$ cat src/rtl/regfile_pkg.sv
// Shared types and defaults for the regfile write-port arbiter.
// Latency: n/a (package only).
// Backpressure: n/a (package only).
//
// Contents: default widths, FSM state encoding and the 2-way
// round-robin pick used by rr_arb2.
package regfile_pkg;

  localparam int ADDR_W_DEF = 5;
  localparam int DATA_W_DEF = 32;
  localparam int NREG_DEF   = 32;

  // Write-port owner: normal arbitration or the zero-fill sequencer.
  typedef enum logic {
    IDLE  = 1'b0,
    CLEAR = 1'b1
  } state_t;

  // One-hot grant for two requesters. On a tie the requester that did not
  // win last time is picked; otherwise the lone requester (if any) wins.
  function automatic logic [1:0] rr_pick(input logic [1:0] req,
                                         input logic       last_grant);
    logic [1:0] gnt;
    gnt = 2'b00;
    if (req == 2'b11) begin
      gnt = last_grant ? 2'b01 : 2'b10;
    end else begin
      gnt = req;
    end
    return gnt;
  endfunction

endpackage

$ cat src/rtl/regfile_wport_arb_rr_arb2.sv
// 2-way round-robin grant, purely combinational.
// Latency: 0 cycles (combinational).
// Backpressure: none; the caller qualifies gnt with its own enable.
//
// Ports:
//   req[1:0]   - request vector, bit N = requester N
//   last_grant - id of the requester granted most recently
//   gnt[1:0]   - one-hot grant (all zero when no request)
module rr_arb2
  import regfile_pkg::*;
(
  input  logic [1:0] req,
  input  logic       last_grant,
  output logic [1:0] gnt
);

  always_comb begin
    gnt = rr_pick(req, last_grant);
  end

endmodule

$ cat src/rtl/regfile_wport_arb.sv
// Shares one regfile write port between two requesters (round-robin) and a
// zero-fill clear sequencer; the port is driven from registers.
// Latency: transfer in cycle N -> rf_wen/rf_waddr/rf_wdata in cycle N+1.
// Backpressure: reqN_ready is combinational; both deasserted in reset, while
//   clearing, and in the cycle clr_start is seen.
//
// Ports:
//   clk, reset                     - clock, asynchronous active-high reset
//   reqN_valid/addr/data/ready     - requester N write handshake (N = 0,1)
//   clr_start                      - one-cycle pulse starting a clear
//   clr_busy                       - high while the clear sequence runs
//   rf_wen/rf_waddr/rf_wdata       - registered regfile write port
//   last_grant                     - id of most recently granted requester
//
// Build option: define RF_ZERO_PROTECT_EN to suppress requester writes to
// address 0 (handshake still completes); clear writes are unaffected.
module regfile_wport_arb
  import regfile_pkg::*;
#(
  parameter int ADDR_W = ADDR_W_DEF,
  parameter int DATA_W = DATA_W_DEF,
  parameter int NREG   = NREG_DEF
)
(
  input  logic              clk,
  input  logic              reset,
  input  logic              req0_valid,
  input  logic [ADDR_W-1:0] req0_addr,
  input  logic [DATA_W-1:0] req0_data,
  output logic              req0_ready,
  input  logic              req1_valid,
  input  logic [ADDR_W-1:0] req1_addr,
  input  logic [DATA_W-1:0] req1_data,
  output logic              req1_ready,
  input  logic              clr_start,
  output logic              clr_busy,
  output logic              rf_wen,
  output logic [ADDR_W-1:0] rf_waddr,
  output logic [DATA_W-1:0] rf_wdata,
  output logic              last_grant
);

  localparam logic [ADDR_W-1:0] CNT_LAST = ADDR_W'(NREG - 1);

  state_t            state;
  logic [ADDR_W-1:0] clr_cnt;

  logic [1:0]        req;
  logic [1:0]        gnt;
  logic              arb_en;
  logic              xfer0;
  logic              xfer1;
  logic              xfer;
  logic [ADDR_W-1:0] sel_addr;
  logic [DATA_W-1:0] sel_data;
  logic              sel_wen;

  assign req = {req1_valid, req0_valid};

  rr_arb2 u_rr_arb2 (
    .req        (req),
    .last_grant (last_grant),
    .gnt        (gnt)
  );

  // A clr_start seen in IDLE wins over any requester in the same cycle.
  assign arb_en     = !reset && (state == IDLE) && !clr_start;
  assign req0_ready = arb_en & gnt[0];
  assign req1_ready = arb_en & gnt[1];

  assign xfer0 = req0_valid & req0_ready;
  assign xfer1 = req1_valid & req1_ready;
  assign xfer  = xfer0 | xfer1;

  // gnt is one-hot, so only the winner's payload needs selecting.
  assign sel_addr = xfer1 ? req1_addr : req0_addr;
  assign sel_data = xfer1 ? req1_data : req0_data;

`ifdef RF_ZERO_PROTECT_EN
  // r0 is hardwired zero in the datapath: swallow requester writes to it.
  assign sel_wen = (sel_addr != '0);
`else
  assign sel_wen = 1'b1;
`endif

  assign clr_busy = (state == CLEAR);

  always_ff @(posedge clk or posedge reset) begin
    if (reset) begin
      state      <= IDLE;
      clr_cnt    <= '0;
      rf_wen     <= 1'b0;
      rf_waddr   <= '0;
      rf_wdata   <= '0;
      last_grant <= 1'b1;
    end else begin
      // Default: no write next cycle, address/data hold.
      rf_wen <= 1'b0;
      unique case (state)
        IDLE: begin
          if (clr_start) begin
            state   <= CLEAR;
            clr_cnt <= '0;
          end else if (xfer) begin
            rf_wen     <= sel_wen;
            rf_waddr   <= sel_addr;
            rf_wdata   <= sel_data;
            last_grant <= xfer1;
          end
        end
        CLEAR: begin
          // clr_start is ignored here; the sweep always runs to completion.
          rf_wen   <= 1'b1;
          rf_waddr <= clr_cnt;
          rf_wdata <= '0;
          if (clr_cnt == CNT_LAST) begin
            state   <= IDLE;
            clr_cnt <= '0;
          end else begin
            clr_cnt <= clr_cnt + 1'b1;
          end
        end
      endcase
    end
  end

endmodule
$ cat config.mk
export PLATFORM = sky130hd
export DESIGN_NAME = regfile_wport_arb
export DESIGN_NICKNAME = d
export VERILOG_FILES = /design/src/rtl/regfile_pkg.sv /design/src/rtl/regfile_wport_arb_rr_arb2.sv /design/src/rtl/regfile_wport_arb.sv
export SDC_FILE = /design/constraint.sdc
export NUM_CORES = 1
export LEC_CHECK = 0
export ABC_AREA = 1
export BUFFER_PORTS_ARGS = -buffer_cell sky130_fd_sc_hd__buf_2
export CAP_MARGIN = 15
export CORE_MARGIN = 2
export CORE_UTILIZATION = 44
export CTS_BUF_LIST = sky130_fd_sc_hd__clkbuf_4
export CTS_CLUSTER_DIAMETER = 30
export CTS_CLUSTER_SIZE = 40
export DETAILED_ROUTE_END_ITERATION = 16
export PLACE_DENSITY = 0.85
export SYNTH_ARGS = -nofsm -noshare
export SYNTH_HDL_FRONTEND = slang
export SYNTH_SLANG_ARGS = --single-unit
$ cat constraint.sdc
create_clock -name clk -period 1.44 [get_ports clk]
set_clock_uncertainty 0.05 [all_clocks]
set_input_delay 0.072 -clock clk [delete_from_list [all_inputs] [get_ports clk]]
set_output_delay 0.072 -clock clk [all_outputs]
set_load 0.02 [all_outputs]
==> results.json, run 1 <==
{
  "outcome": "finished with violations",
  "violations": "negative hold slack, negative setup slack",
  "dieWidth_um": 81.22,
  "multi_input_area_sq_mm": 0.001207,
  "whs_path_depth": 5,
  "setup_ws_ns": -0.06033,
  "dp_cells": 527,
  "worstHoldPathType": "primary input to register",
  "ir_drop_mv": 0.8845,
  "cts_made_buffers": 5,
  "critPathSlowestCell": "dfrtp_1",
  "antennaDiodeCount": 0,
  "p_leak_nw": 2.383,
  "dr.first_iter.drc_count": 182,
  "postRouteAntennaNets": 0,
  "crit_type": "register to register",
  "start_util_pct": 44.85,
  "pre_cts_slack_ns": 0.03325,
  "gp_congestion": 0.8161,
  "routedWlPerCell_um": 15.09,
  "grt_antenna_before_repair": 0,
  "synth_nets": 425,
  "cts-root-buf": "clkbuf_4",
  "yosysWarningCount": 0,
  "grt_pass1_vias": 3038,
  "setup_viol": 39,
  "synth-edff-count": 0,
  "viasPerCell": 5.137,
  "die-height_um": 81.22,
  "yosysMostFrequentCell": "nand3_1",
  "cp_common_cell": "nand3_1",
  "nFillCells": 426,
  "track_usage_pct": 26.80,
  "grt_max_degree": 46,
  "clock_latency_ns": 0.33,
  "postSynthAreaPerCell_sq_um": 7.649,
  "grt_pass1_wl_um": 13610,
  "cts_tree": "done",
  "ys_seq_area_share_pct": 42.97,
  "cp_slowest_stage_delay_ns": 0.42,
  "drt_pre_antenna_iters": 4,
  "rows": 28,
  "holdWs_ns": -0.003223,
  "cts_sinks": 45,
  "synth-seq-cells": 45,
  "final_cells": 604,
  "r2r_end": "rf_waddr[3]",
  "tightest_slew_ns": 0.5885,
  "cp_data_required_time_ns": 1.66,
  "core-area_sq_mm": 0.005851,
  "maxCapViolations": 0,
  "synth_top_area_cell": "dfrtp_1",
  "hold_path_end": "rf_wdata[12]",
  "syn_inst": 343,
  "overflow": 0,
  "area_delta_synth_final_pct": 58.18,
  "min_period_ns": 1.500,
  "finalHoldViolations": 1,
  "drt_wl_total_um": 9117,
  "max-slew-margin-rel_pct": 60.62,
  "async_reset_ff_share_pct": 100.0,
  "ys_types": 23,
  "clock_path_buffers": 2,
  "drv_slew": 0,
  "critPathCaptureType": "register",
  "fin_nets": 610,
  "via_count": 3103,
  "hpwl_um": 4941,
  "drc_errors": 0,
  "worstHoldStart": "req0_data[12]",
  "drive_above_1_share_pct": 31.95,
  "rsz0062_at_grt": "true",
  "port_buffers": 120,
  "crit_family": "buffers and inverters",
  "crit_buf_inv": 3,
  "synth_common_cells": "nand3_1 (87), nand2_1 (82), inv_1 (50)",
  "netlist.area_leader.share_pct": 41.96,
  "htreeDepth": 2,
  "path_cells": "buf_6 -> nor2_4 -> nand2_2 -> buf_4 -> a21oi_4 -> buf_12 -> nand3_1 -> nand3_1",
  "critPathMaxFanout": 20,
  "fmax_ghz": 0.6665,
  "r2r_start": "clr_busy",
  "clkTransAtPathRegs_ns": 0.12,
  "die-area_sq_mm": 0.006597,
  "seq_area_sq_mm": 0.001127,
  "dpl_cell_area_sq_mm": 0.003338,
  "yosys-top-cells-area": "dfrtp_1 (42%), nand3_1 (17%), nand2_1 (12%), nand3b_1 (9.2%), inv_1 (7.2%)",
  "synthFlopType": "dfrtp_1",
  "fin_area_sq_mm": 0.004150,
  "io-pin-count": 121,
  "rr_worst_depth": 8,
  "cp-start-kind": "register",
  "syn-cell-area_sq_mm": 0.002624,
  "p_per_area_mw_per_mm2": 913.6,
  "r2r_slack_ns": -0.06,
  "arrival_ns": 1.72,
  "fin_crit_sh_pct": 104.2,
  "fin_tns_setup_ns": -1.476
}
==> tightest hold or removal path: stages <==
cell	delay, ns
buf_2	0.07
inv_1	0.03
nand2_1	0.05
nand3_1	0.07
nand2_1	0.06
==> through the flow <==
stage	util, %	total power [mW]
floorplan	-	2.439
global placement	57.06	2.855
detailed placement	57.06	2.919
CTS	69.78	3.719
global route	70.94	4.050
finish	70.94	3.792
==> layout make-up <==
class | instances | area share, %
timing repair buffer | 202 | 35.21
multi-input combinational | 223 | 29.09
sequential | 45 | 27.16
inverter | 51 | 4.824
tap | 75 | 2.261
clock buffer | 8 | 1.447
==> power by group <==
group	total (mW)	switching (mW)	internal, mW	leakage (nW)
Clock	0.612	0.360	0.252	0.0368
Combinational	1.54	0.882	0.658	1.75
Sequential	1.64	0.162	1.48	0.593
Total	3.79	1.40	2.39	2.38
==> flip-flops by register name (all words and copies together), names as in the netlist <==
register,flops
rf_wdata,32
clr_cnt,5
rf_waddr,5
clr_busy,1
last_grant,1
rf_wen,1
==> worst max-delay path by stage <==
stage | start | to | slack, ns | cells past startpoint
floorplan | reset | rf_wdata[12] | -0.07 | 7
global placement | clr_cnt[1] | clr_cnt[4] | 0.07 | 5
detailed placement | clr_cnt[1] | clr_cnt[2] | 0.03 | 7
CTS | clr_busy | req0_ready | -0.07 | 5
global route | clr_busy | req0_ready | -0.14 | 5
finish | clr_busy | rf_waddr[3] | -0.06 | 8
==> kinds of logic (layout without fill, tap and decap cells) <==
kind of cell               count (synthesis)  count (layout)  synth area share [%]
AOI/OAI and AO/OA                         11              12                 2.814
and+or+nand+nor                          208             208                 39.25
DFF                                       45              45                 42.97
adders and majority gates                  3               3                 1.431
buffers and inverters                     76             261                 13.54
==> metal layers <==
layer  vias up  GRT usage, %  routed length (um)  share of wire (%)
li1       1469             -                   -                  -
met1      1449         29.53                3582                 39
met2       163         49.75                4784                 52
met3        22         4.778                 539                5.9
met4         0         12.20                 210                2.3
met5         -             0                   0                  0
==> cells in the final DEF, fill, tap and decap left out, types with 2 or more instances in the layout <==
| cell type | count |
|---|---|
| inv_1 | 46 |
| inv_2 | 3 |
| nand3b_1 | 32 |
| ha_1 | 2 |
| nand3_1 | 86 |
| a21oi_1 | 3 |
| o21ai_4 | 2 |
| buf_12 | 6 |
| buf_4 | 14 |
| clkbuf_4 | 8 |
| a21oi_4 | 2 |
| dlygate4sd3_1 | 60 |
| buf_2 | 118 |
| dfrtp_1 | 44 |
| buf_6 | 4 |
| nand2_4 | 2 |
| nor2_4 | 2 |
| nor2_1 | 2 |
| o21ai_1 | 2 |
| nand2_1 | 81 |
==> what timing repair did <==
action | 4_1_cts | 5_1_grt
buffers inserted | 7 | 1
endpoints found under the hold margin | 80 | 0
cloned | 0 | 1
gates resized for setup | 9 | 17
pin swaps | 5 | 3
hold buffers | 60 | 0
setup endpoints to repair | 3 | 43
Power figures use the tool's default switching activity.
==> run 2: changes to the inputs <==
--- a/config.mk
+++ b/config.mk
@@ -15,6 +15,7 @@
 export CTS_CLUSTER_SIZE = 40
 export DETAILED_ROUTE_END_ITERATION = 16
 export PLACE_DENSITY = 0.85
+export RECOVER_POWER = 50
 export SYNTH_ARGS = -nofsm -noshare
 export SYNTH_HDL_FRONTEND = slang
 export SYNTH_SLANG_ARGS = --single-unit
==> constraint.sdc (replaced) <==
create_clock -name clk -period 1.35 [get_ports clk]
set_clock_uncertainty 0.05 [all_clocks]
set_input_delay 0.0675 -clock clk [delete_from_list [all_inputs] [get_ports clk]]
set_output_delay 0.0675 -clock clk [all_outputs]
set_load 0.02 [all_outputs]
==> run 2 against run 1 <==
Net effect:
- the flow finishes with violations (negative setup slack)
- power grew 26%
- wire length up 41%
- sequential power is 9% higher
- setup slack worse by 0.31 ns
- final cell count increased by 3.8%
- utilization grew 13 points
- critical endpoint is now rf_wdata[9]
==> results.json, run 2 (synthesis results as in run 1) <==
{
  "rows": 28,
  "rsz0062_at_grt": "true",
  "clock_latency_ns": 0.36,
  "ir_drop_mv": 1.108,
  "area_delta_synth_final_pct": 86.93,
  "cp-start-kind": "register",
  "layout.cells.most_common_list": "buf_2 (77), dlygate4sd3_1 (62), nand2_1 (59)",
  "p_per_area_mw_per_mm2": 976.3,
  "die-height_um": 81.22,
  "dr.first_iter.drc_count": 214,
  "outcome": "finished with violations",
  "htreeDepth": 2,
  "setup_ws_ns": -0.3747,
  "via_count": 3600,
  "fin_crit_sh_pct": 127.8,
  "port_buffers": 120,
  "reg_top3": "rf_wdata x32, clr_cnt x5, rf_waddr x5",
  "crit_type": "register to register",
  "cp_slowest_stage_delay_ns": 0.46,
  "critPathMaxFanout": 6,
  "cts_sinks": 45,
  "die-area_sq_mm": 0.006597,
  "setup_viol": 46,
  "fin_area_sq_mm": 0.004905,
  "drc_errors": 0,
  "max-slew-margin-rel_pct": 58.68,
  "clkTransAtPathRegs_ns": 0.15,
  "drive_above_1_share_pct": 40.40,
  "total_power_mw": 4.789,
  "cts_made_buffers": 5,
  "postRouteAntennaNets": 0,
  "grt_antenna_before_repair": 0,
  "track_usage_pct": 32.22,
  "gp_congestion": 0.8365,
  "p_leak_nw": 2.480,
  "dpl_cell_area_sq_mm": 0.003476,
  "tightest_slew_ns": 0.6198,
  "arrival_ns": 1.91,
  "io-pin-count": 121,
  "largest_reg_flops": 32,
  "final_common_cell": "buf_2",
  "fin_tns_setup_ns": -11.15,
  "hpwl_um": 5052,
  "violations": "negative setup slack",
  "clock_path_buffers": 2,
  "grt_pass1_wl_um": 16030,
  "antennaDiodeCount": 0,
  "drt_wl_total_um": 12830,
  "cts_tree": "done",
  "min_period_ns": 1.725,
  "fin_nets": 633,
  "overflow": 0,
  "routedWlPerCell_um": 20.46,
  "cp_data_required_time_ns": 1.54,
  "viasPerCell": 5.742,
  "fmax_ghz": 0.5798,
  "path_cells": "inv_2 -> nand2_4 -> nor2_4 -> buf_6 -> buf_8 -> buf_16 -> nand3b_1 -> nand3_2 -> nand2_1",
  "pre_cts_slack_ns": -0.06769,
  "crit_family": "simple AND/OR/NAND/NOR gates",
  "maxCapViolations": 0,
  "cts-root-buf": "clkbuf_4",
  "core-area_sq_mm": 0.005851,
  "grt_max_degree": 46,
  "critPathCaptureType": "register",
  "drv_slew": 0,
  "crit_buf_inv": 4,
  "top_register": "rf_wdata",
  "worstHoldPathType": "primary input to register",
  "holdWs_ns": 0.001718,
  "finalHoldViolations": 0,
  "start_util_pct": 44.85,
  "drt_pre_antenna_iters": 5,
  "grt_pass1_vias": 3449,
  "dieWidth_um": 81.22,
  "critPathSlowestCell": "dfrtp_1"
}
run 2: cell types whose count changed in the layout (fill, tap and decap cells not counted), sizes merged:
cell	change
clkbuf	+45
buf	-23
o21ai	-1
dlygate4sd3	+2
run 2: layer usage:
| layer | wire length, um | up-vias | global-route usage (%) |
|---|---|---|---|
| met2 | 6423 | 296 | 55.79 |
| met5 | 0 | - | 0 |
| li1 | - | 1516 | - |
| met4 | 910 | 0 | 18.81 |
| met1 | 4489 | 1701 | 36.66 |
| met3 | 1003 | 87 | 6.667 |
run 2: path summary, 6_finish.rpt:
check,start,endpoint,slack (ns),depth (start not counted)
worst min-delay path,req1_data[23],rf_wdata[23],0.002,4
worst max-delay path,clr_busy,rf_wdata[9],-0.37,9
worst max register to register,clr_busy,rf_wdata[9],-0.37,9
worst min register to register,rf_wdata[19],rf_wdata[19],0.47,2
min in group asynchronous,reset,rf_waddr[4],0.66,4
max in group asynchronous,reset,rf_wdata[6],0.15,4
run 2: worst reg2reg max path: cells and delay by family, from the launching register on:
family	cells	cell delay, ns
simple gates	5	0.56
buf+inv	4	0.53
flops	1	0.46
run 2: where the power goes:
| part | internal (mW) | switching [mW] | leakage, nW |
|---|---|---|---|
| Sequential | 1.58 | 0.201 | 0.593 |
| Combinational | 0.998 | 1.30 | 1.85 |
| Clock | 0.269 | 0.446 | 0.0368 |
| Total | 2.84 | 1.95 | 2.48 |
run 2: layout make-up:
class                   count  area (sq um)
clock buffers               8         60.06
fillers                   327         945.9
inverters                  51         200.2
multi-input cells         222          1608
flip-flops and latches     45          1127
well taps                  75         93.84
repair buffers            226          1815
run 2: per-stage QoR:
step,util (%),cells
floorplan,-,343
global placement,59.41,531
detailed placement,59.41,531
CTS,77.50,619
global route,83.83,627
finish,83.83,627
run 2: timing repair:
action	CTS	global route
endpoints found under the setup margin	41	47
buffers inserted	13	4
pin swaps	25	32
cloned	5	6
hold endpoints to repair	81	0
gates resized for setup	42	78
hold buffers	62	0
==> run 3: changes to the inputs <==
--- a/config.mk
+++ b/config.mk
@@ -7,14 +7,15 @@
 export LEC_CHECK = 0
 export ABC_AREA = 1
 export BUFFER_PORTS_ARGS = -buffer_cell sky130_fd_sc_hd__buf_2
-export CAP_MARGIN = 15
+export CELL_PAD_IN_SITES_DETAIL_PLACEMENT = 1
+export CELL_PAD_IN_SITES_GLOBAL_PLACEMENT = 2
 export CORE_MARGIN = 2
-export CORE_UTILIZATION = 44
-export CTS_BUF_LIST = sky130_fd_sc_hd__clkbuf_4
+export CORE_UTILIZATION = 23
+export CTS_BUF_LIST = sky130_fd_sc_hd__clkbuf_8
 export CTS_CLUSTER_DIAMETER = 30
 export CTS_CLUSTER_SIZE = 40
 export DETAILED_ROUTE_END_ITERATION = 16
-export PLACE_DENSITY = 0.85
+export PLACE_DENSITY = 0.84
 export RECOVER_POWER = 50
 export SYNTH_ARGS = -nofsm -noshare
 export SYNTH_HDL_FRONTEND = slang
==> run 3 against run 2 <==
Net effect:
- the run still ends with negative setup slack left
- largest cell class is now multi-input gates
- fmax up 15%
- sequential cell count unchanged
- wire length down 25%
- die area up 86%
- highest routed layer unchanged
- combinational power down 23%
- hold slack better by 0.015 ns
==> results.json, run 3 (synthesis results as in run 1) <==
{
  "outcome": "finished with violations",
  "violations": "negative setup slack",
  "largest_reg_flops": 32,
  "critPathCaptureType": "output port",
  "die-area_sq_mm": 0.01228,
  "path_cells": "buf_6 -> nor2_4 -> nand2_2 -> a211oi_2 -> buf_4",
  "top_register": "rf_wdata",
  "final_cells": 626,
  "wl_met1_um": 4364,
  "ir_drop_mv": 0.6287,
  "drive_above_1_share_pct": 39.96,
  "wl_met2_um": 4765,
  "track_usage_pct": 14.23,
  "cp_slowest_stage_delay_ns": 0.42,
  "grt_pass1_vias": 3042,
  "setup_ws_ns": -0.1434,
  "grt_max_degree": 46,
  "arrival_ns": 1.38,
  "rows": 39,
  "fmax_ghz": 0.6696,
  "die-height_um": 110.8,
  "dieWidth_um": 110.8,
  "min_period_ns": 1.493,
  "htreeDepth": 2,
  "crit_family": "flip-flops",
  "critPathMaxFanout": 3,
  "max-slew-margin-rel_pct": 55.52,
  "rsz0062_at_grt": "true",
  "multi_input_area_sq_mm": 0.001455,
  "dp_cells": 601,
  "post-route-util_pct": 36.76,
  "io-pin-count": 121,
  "layout.cells.most_common_list": "buf_2 (79), nand2_1 (77), inv_1 (47)",
  "cp_data_required_time_ns": 1.23,
  "tightest_slew_ns": 0.6672,
  "crit_type": "register to output port",
  "via_count": 2812,
  "p_per_area_mw_per_mm2": 1149,
  "drv_slew": 0,
  "antennaDiodeCount": 0,
  "nFillCells": 1388,
  "drc_errors": 0,
  "clkTransAtPathRegs_ns": 0.09,
  "core-area_sq_mm": 0.01127,
  "cts_tree": "done",
  "overflow": 0,
  "grt_antenna_before_repair": 0,
  "routedWlPerCell_um": 15.29,
  "worstHoldPathType": "primary input to register",
  "viasPerCell": 4.492,
  "gp_congestion": 0.7395,
  "area_delta_synth_final_pct": 57.94,
  "postRouteAntennaNets": 0,
  "grt_pass1_wl_um": 14610,
  "cts_sinks": 45,
  "reg_top3": "rf_wdata x32, clr_cnt x5, rf_waddr x5",
  "critPathSlowestCell": "dfrtp_1",
  "start_util_pct": 23.28,
  "finalHoldViolations": 0,
  "fin_nets": 564,
  "cts_made_buffers": 5,
  "setup_viol": 40,
  "final_common_cell": "buf_2",
  "crit_buf_inv": 2,
  "drt_pre_antenna_iters": 6,
  "hpwl_um": 6251,
  "maxUsedRoutingLayer": "met4",
  "seq_area_sq_mm": 0.001127,
  "drt_wl_total_um": 9574,
  "cts-root-buf": "clkbuf_8",
  "dr.first_iter.drc_count": 108,
  "port_buffers": 120,
  "fin_tns_setup_ns": -3.612,
  "clock_path_buffers": 2,
  "maxCapViolations": 0,
  "p_leak_nw": 2.145,
  "cp-start-kind": "register",
  "clock_latency_ns": 0.30,
  "fin_crit_sh_pct": 110.6,
  "dr_wl_met3_um": 371
}
run 3: cell types whose count changed in the layout (fill, tap and decap cells not counted), moves of 2 or more:
cell           delta
buf_16            -3
buf_2             +2
buf_4             +2
buf_6             -9
bufinv_16         +2
clkbuf_4          -8
clkbuf_8          +5
dlygate4sd3_1    -61
nand2_1          +18
nand2_4          -17
run 3: repair_timing:
action                     CTS  global route
cloned                       0             6
setup endpoints to repair   44            45
pin swaps                    6            10
resized for setup           11            44
hold endpoints to repair    44             0
buffers inserted             7             3
hold buffers                 1             0
run 3: cell type report:
class                   count  share of cell area (%)
flip-flops and latches     45                   27.20
well taps                 143                   4.318
inverters                  51                   4.771
repair buffers            157                   25.36
multi-input cells         222                   35.11
clock inverters             3                   1.570
clock buffers               5                   1.661
run 3: worst paths after layout:
| path | from | to | slack [ns] | cells past startpoint |
|---|---|---|---|---|
| min reg2reg | rf_wdata[20] | rf_wdata[20] | 0.46 | 2 |
| min | req0_data[9] | rf_wdata[9] | 0.02 | 5 |
| min in group asynchronous | reset | clr_busy | 0.59 | 4 |
| max reg2reg | clr_busy | rf_waddr[3] | -0.12 | 8 |
| max in group asynchronous | reset | rf_wdata[30] | 0.21 | 4 |
| max | clr_busy | req0_ready | -0.14 | 5 |
run 3: where the power goes:
group          internal, mW  total [mW]  switching [mW]
Clock                 0.736        1.22           0.484
Sequential             1.58        1.76           0.182
Combinational         0.736        1.78            1.05
run 3: per-stage QoR:
stage	area (sq um)	hold slack, ns	power (mW)	setup slack [ns]
floorplan	2744	0.03569	2.620	-0.1498
global route	4144	0.03850	5.071	-0.2256
CTS	3834	0.01377	4.629	-0.1907
detailed placement	3596	0.3035	3.269	-0.09529
finish	4144	0.01661	4.760	-0.1434
global placement	3596	0.2896	3.209	-0.01944
run 3: worst register-to-register path: stages (launching register included):
cell and delay (ns):
dfrtp_1 0.42, buf_6 0.14, nor2_4 0.11, nand2_2 0.09
a21oi_4 0.14, buf_12 0.16, clkbuf_16 0.17, nand3_2 0.08
nand3_2 0.06
run 3: routing by layer:
layer	GRT usage, %	up-vias
li1	-	1374
met1	17.76	1364
met2	26.01	67
met3	2.734	7
met4	2.000	0
met5	0	-
